<file path="src/rtl/dmem_arbiter_pkg.sv">
// Shared types for the data-RAM arbiter: FSM states and requester ids.
package dmem_arbiter_pkg;

   typedef enum logic {
      ST_RR   = 1'b0,
      ST_LOCK = 1'b1
   } arb_state_t;

   typedef enum logic {
      ARB_CPU = 1'b0,
      ARB_DMA = 1'b1
   } arb_id_t;

endpackage

</file>
<file path="src/rtl/dmem_arbiter_rr.sv">
// Combinational two-way round-robin pick: the requester not named in `last`
// wins a contested cycle; a lone requester always wins.
module rr_arb2
   import dmem_arbiter_pkg::*;
(
   input  logic cpu_req,
   input  logic dma_req,
   input  logic last,
   output logic cpu_pick,
   output logic dma_pick
);

   assign cpu_pick = cpu_req & (~dma_req | (last == logic'(ARB_DMA)));
   assign dma_pick = dma_req & (~cpu_req | (last == logic'(ARB_CPU)));

endmodule

</file>
<file path="src/rtl/dmem_arbiter.sv">
// Single-port data RAM arbiter between the CPU and a DMA/debug port, with
// round-robin on contention and bounded DMA lock bursts.
module dmem_arbiter
   import dmem_arbiter_pkg::*;
#(
   parameter int DW        = 8,
   parameter int AW        = 8,
   parameter int MAX_BURST = 4
) (
   input  logic          clk,
   input  logic          rst,
   input  logic          cpu_req,
   input  logic          cpu_we,
   input  logic [AW-1:0] cpu_addr,
   input  logic [DW-1:0] cpu_wdata,
   output logic          cpu_gnt,
   output logic          cpu_stall,
   output logic          cpu_rvalid,
   input  logic          dma_req,
   input  logic          dma_lock,
   input  logic          dma_we,
   input  logic [AW-1:0] dma_addr,
   input  logic [DW-1:0] dma_wdata,
   output logic          dma_gnt,
   output logic          dma_rvalid,
   output logic [DW-1:0] rdata,
   output logic          ram_en,
   output logic          ram_we,
   output logic [AW-1:0] ram_addr,
   output logic [DW-1:0] ram_wdata,
   input  logic [DW-1:0] ram_rdata
);

   localparam int CW = $clog2(MAX_BURST + 1);

   arb_state_t    state_reg;
   arb_id_t       last_reg;
   logic [CW-1:0] burst_cnt_reg;
   logic [CW-1:0] burst_cnt_next;

   logic locked_grant;
   logic burst_done;
   logic rr_last;
   logic cpu_pick;
   logic dma_pick;

   // A lock that is dropped (or a DMA that stops requesting) falls back to
   // round-robin in the same cycle, with DMA treated as the last winner.
   assign locked_grant   = (state_reg == ST_LOCK) & dma_req & dma_lock;
   assign rr_last        = (state_reg == ST_LOCK) ? logic'(ARB_DMA) : logic'(last_reg);
   assign burst_cnt_next = burst_cnt_reg + 1'b1;
   assign burst_done     = (burst_cnt_next == CW'(MAX_BURST));

   rr_arb2 u_rr (
      .cpu_req  (cpu_req),
      .dma_req  (dma_req),
      .last     (rr_last),
      .cpu_pick (cpu_pick),
      .dma_pick (dma_pick)
   );

   assign dma_gnt   = locked_grant | dma_pick;
   assign cpu_gnt   = ~locked_grant & cpu_pick;
   assign cpu_stall = cpu_req & ~cpu_gnt;
   assign ram_en    = cpu_gnt | dma_gnt;
   assign rdata     = ram_rdata;

   always_comb begin
      ram_we    = 1'b0;
      ram_addr  = '0;
      ram_wdata = '0;
      if (cpu_gnt) begin
         ram_we    = cpu_we;
         ram_addr  = cpu_addr;
         ram_wdata = cpu_wdata;
      end else if (dma_gnt) begin
         ram_we    = dma_we;
         ram_addr  = dma_addr;
         ram_wdata = dma_wdata;
      end
   end

   always_ff @(posedge clk) begin
      if (!rst) begin
         state_reg     <= ST_RR;
         last_reg      <= ARB_DMA;
         burst_cnt_reg <= '0;
         cpu_rvalid    <= 1'b0;
         dma_rvalid    <= 1'b0;
      end else begin
         cpu_rvalid <= cpu_gnt & ~cpu_we;
         dma_rvalid <= dma_gnt & ~dma_we;
         if (locked_grant) begin
            last_reg <= ARB_DMA;
            if (burst_done) begin
               state_reg     <= ST_RR;
               burst_cnt_reg <= '0;
            end else begin
               burst_cnt_reg <= burst_cnt_next;
            end
         end else begin
            state_reg     <= ST_RR;
            burst_cnt_reg <= '0;
            if (cpu_gnt) begin
               last_reg <= ARB_CPU;
            end else if (dma_gnt) begin
               last_reg <= ARB_DMA;
               // The round-robin grant itself is burst beat 1.
               if (dma_lock && (MAX_BURST > 1)) begin
                  state_reg     <= ST_LOCK;
                  burst_cnt_reg <= CW'(1);
               end
            end else if (state_reg == ST_LOCK) begin
               last_reg <= ARB_DMA;
            end
         end
      end
   end

endmodule

</file>
<file path="config.mk">
export PLATFORM = sky130hd
export DESIGN_NAME = dmem_arbiter
export DESIGN_NICKNAME = d
export VERILOG_FILES = /design/src/rtl/dmem_arbiter_pkg.sv /design/src/rtl/dmem_arbiter_rr.sv /design/src/rtl/dmem_arbiter.sv
export SDC_FILE = /design/constraint.sdc
export NUM_CORES = 1
export LEC_CHECK = 0
export CORE_MARGIN = 4
export CORE_UTILIZATION = 35
export CTS_BUF_LIST = sky130_fd_sc_hd__clkbuf_8
export DETAILED_ROUTE_END_ITERATION = 10
export DONT_BUFFER_PORTS = 1
export PLACE_DENSITY_LB_ADDON = 0.25
export SLEW_MARGIN = 20
export SYNTH_ARGS = -nofsm -noshare
export SYNTH_HDL_FRONTEND = slang
export SYNTH_SLANG_ARGS = --single-unit
</file>
<file path="constraint.sdc">
create_clock -name clk -period 3 [get_ports clk]
set_input_delay 0.6 -clock clk [delete_from_list [all_inputs] [get_ports clk]]
set_output_delay 0.6 -clock clk [all_outputs]
set_load 0.01 [all_outputs]
</file>
==> qor.yml <==
route:
  drt_pre_antenna_iters: 5
  drtAntennaViolNets: 0
  vias: 501
  routedWlPerCell_um: 20.5
  post-route-drc-count: 0
  drtIter0Drc: 22
  viasPerCell: 6.96
  wl_um: 1480
global_route:
  grt_pass1_vias: 467
  grtUsageTotal: 0.115
  overflow: 0
  grt_pass1_wl_um: 2190
  grt_start_max_net_pins: 25
  antenna_found_initial: 0
synthesis:
  ys_seq_area_frac: 0.232
  ys_seq_elements: 7
  synth_cell_types: 29
  synth.most_common_cell: "a32o_1"
  syn_avg_cell_area_um2: 9.28
  synth_area_leaders: "a32o_1, dfxtp_1, buf_4"
  synth_edf_count: 0
  yosys.area.top_type_share: 0.282
  syn-num-nets: 114
  synth_commonest_cells: "a32o_1, buf_4, dfxtp_1"
  synth_warnings: 0
  async_flop_share: 0
  synth_flop_cell: "dfxtp_1"
  syn-cell-area_um2: 603
  synth.largest_area_cell: "a32o_1"
  syn_inst: 65
cells_and_area:
  nets: 106
  fin_area_um2: 567
  largest_reg_flops: 3
  drive_gt1_frac: 0.107
  diodes: 0
  areaGrowthSynthToFinish_pct: -6.02
status:
  status: "finished clean"
clock_network:
  cts.clk_slew.worst_paths_ns: 0.04
  cts_setup_buffers: 0
  cts.sinks: 7
  worstSkewPairLatency_ns: 0.22
  cts.path.max_buffers: 2
  cts_tree: "yes"
  cts_buffers: 3
  cts-resized-gates: 0
  htreeDepth: 1
  holdBufCountCts: 0
  cts_root_buffer: "clkbuf_8"
timing:
  relSlewSlack: 0.513
  drv_slew: 0
  fin_tns_setup_ns: 0
  fin_ws_ns: 0.637
  min_period_ns: 2.36
  report.final.setup_viol: 0
  rsz0062_at_grt: "false"
  period_share: 0.788
  report.final.hold_viol_count: 0
  clock_skew_ns: 0.00324
  max_clock_freq_ghz: 0.423
  worst_pin_slew_ns: 0.731
  holdWs_ns: 0.501
run:
  cap_viol_max_count: 0
worst_setup_path:
  critical-path-top-delay-family: "compound AO/OA/AOI/OAI gates"
  endpoint_kind: "primary output"
  slowest_stage: "o31a_1"
  path_max_fanout: 19
  crit_type: "register to primary output"
  cp.required_ns: 2.40
  crit_buf_inv: 0
  crit_chain: "nor2b_1, o31a_1, a32o_1"
  cp.arrival_ns: 1.76
  crit_path_max_incr_delay_ns: 0.64
  startpoint_type: "register"
die:
  rows: 14
  die_h_um: 49.5
  die_x_um: 49.5
  core_area_um2: 1560
  die_area_um2: 2450
  initial_core_util: 0.387
  ioPinCount: 78
pwr:
  vdd.ir_drop.worst_uv: 195
  power.total_mw: 0.288
  leakagePower_nw: 0.208
  cellPowerDensity_nw_per_um2: 509
place:
  hpwlAfterDp_um: 1160
  globalplace.congestion: 0.697
  dp_slack_ns: 0.759
  io_buffers: 0
  place_area_um2: 522
hold_path:
  hold_class: "input port to register"
==> cell type report <==
class,count,area (um2)
fillers,158,992
multi-input cells,41,347
flip-flops and latches,7,140
clock buffers,3,41.3
well taps,16,20.0
inverters,4,15.0
clock inverters,1,3.75
==> path summary, 6_finish.rpt <==
kind / start / endpoint / slack (ns) / cells past startpoint
hold reg to reg: burst_cnt_reg[2]$_SDFF_PP0_ / burst_cnt_reg[2]$_SDFF_PP0_ / 0.54 / 3
hold / removal: dma_req / last_reg$_SDFF_PP1_ / 0.50 / 1
setup / recovery: last_reg$_SDFF_PP1_ / ram_wdata[4] / 0.64 / 3
setup reg to reg: last_reg$_SDFF_PP1_ / cpu_rvalid$_SDFF_PN0_ / 1.44 / 3
==> kinds of logic (layout without fill, tap and decap cells) <==
logic type,count (synthesis),after routing,share of synthesized area
AO/OA/AOI/OAI,25,25,0.376
adder cells (fa/ha/maj),2,2,0.0415
buffers and inverters,17,8,0.193
flip-flops,7,7,0.232
AND/OR/NAND/NOR,14,14,0.158
==> power by group <==
group,internal (mW),switching (mW)
Combinational,0.0261,0.0397
Sequential,0.0970,0.00313
Clock,0.0879,0.0347
Total,0.211,0.0775
==> through the flow <==
step / instances / util
3_3_place_gp: 68 / 0.335
6_report: 72 / 0.364
3_5_place_dp: 68 / 0.335
4_1_cts: 72 / 0.364
2_1_floorplan: 65 / -
5_1_grt: 72 / 0.364
==> layout by cell type, fill, tap and decap left out, types with 2 or more instances in the layout <==
master	instances
nor2b_1	2
a32o_1	17
nor3_1	2
inv_1	4
dfxtp_1	7
clkbuf_8	3
ha_1	2
==> routing by layer <==
metal	up-vias	routed length [um]	global-route usage
met4	0	39	0.0922
met2	38	721	0.179
li1	232	-	-
met5	-	0	0
met3	6	114	0.0331
met1	225	600	0.131
Note: power is estimated with default switching activity, not from simulation.
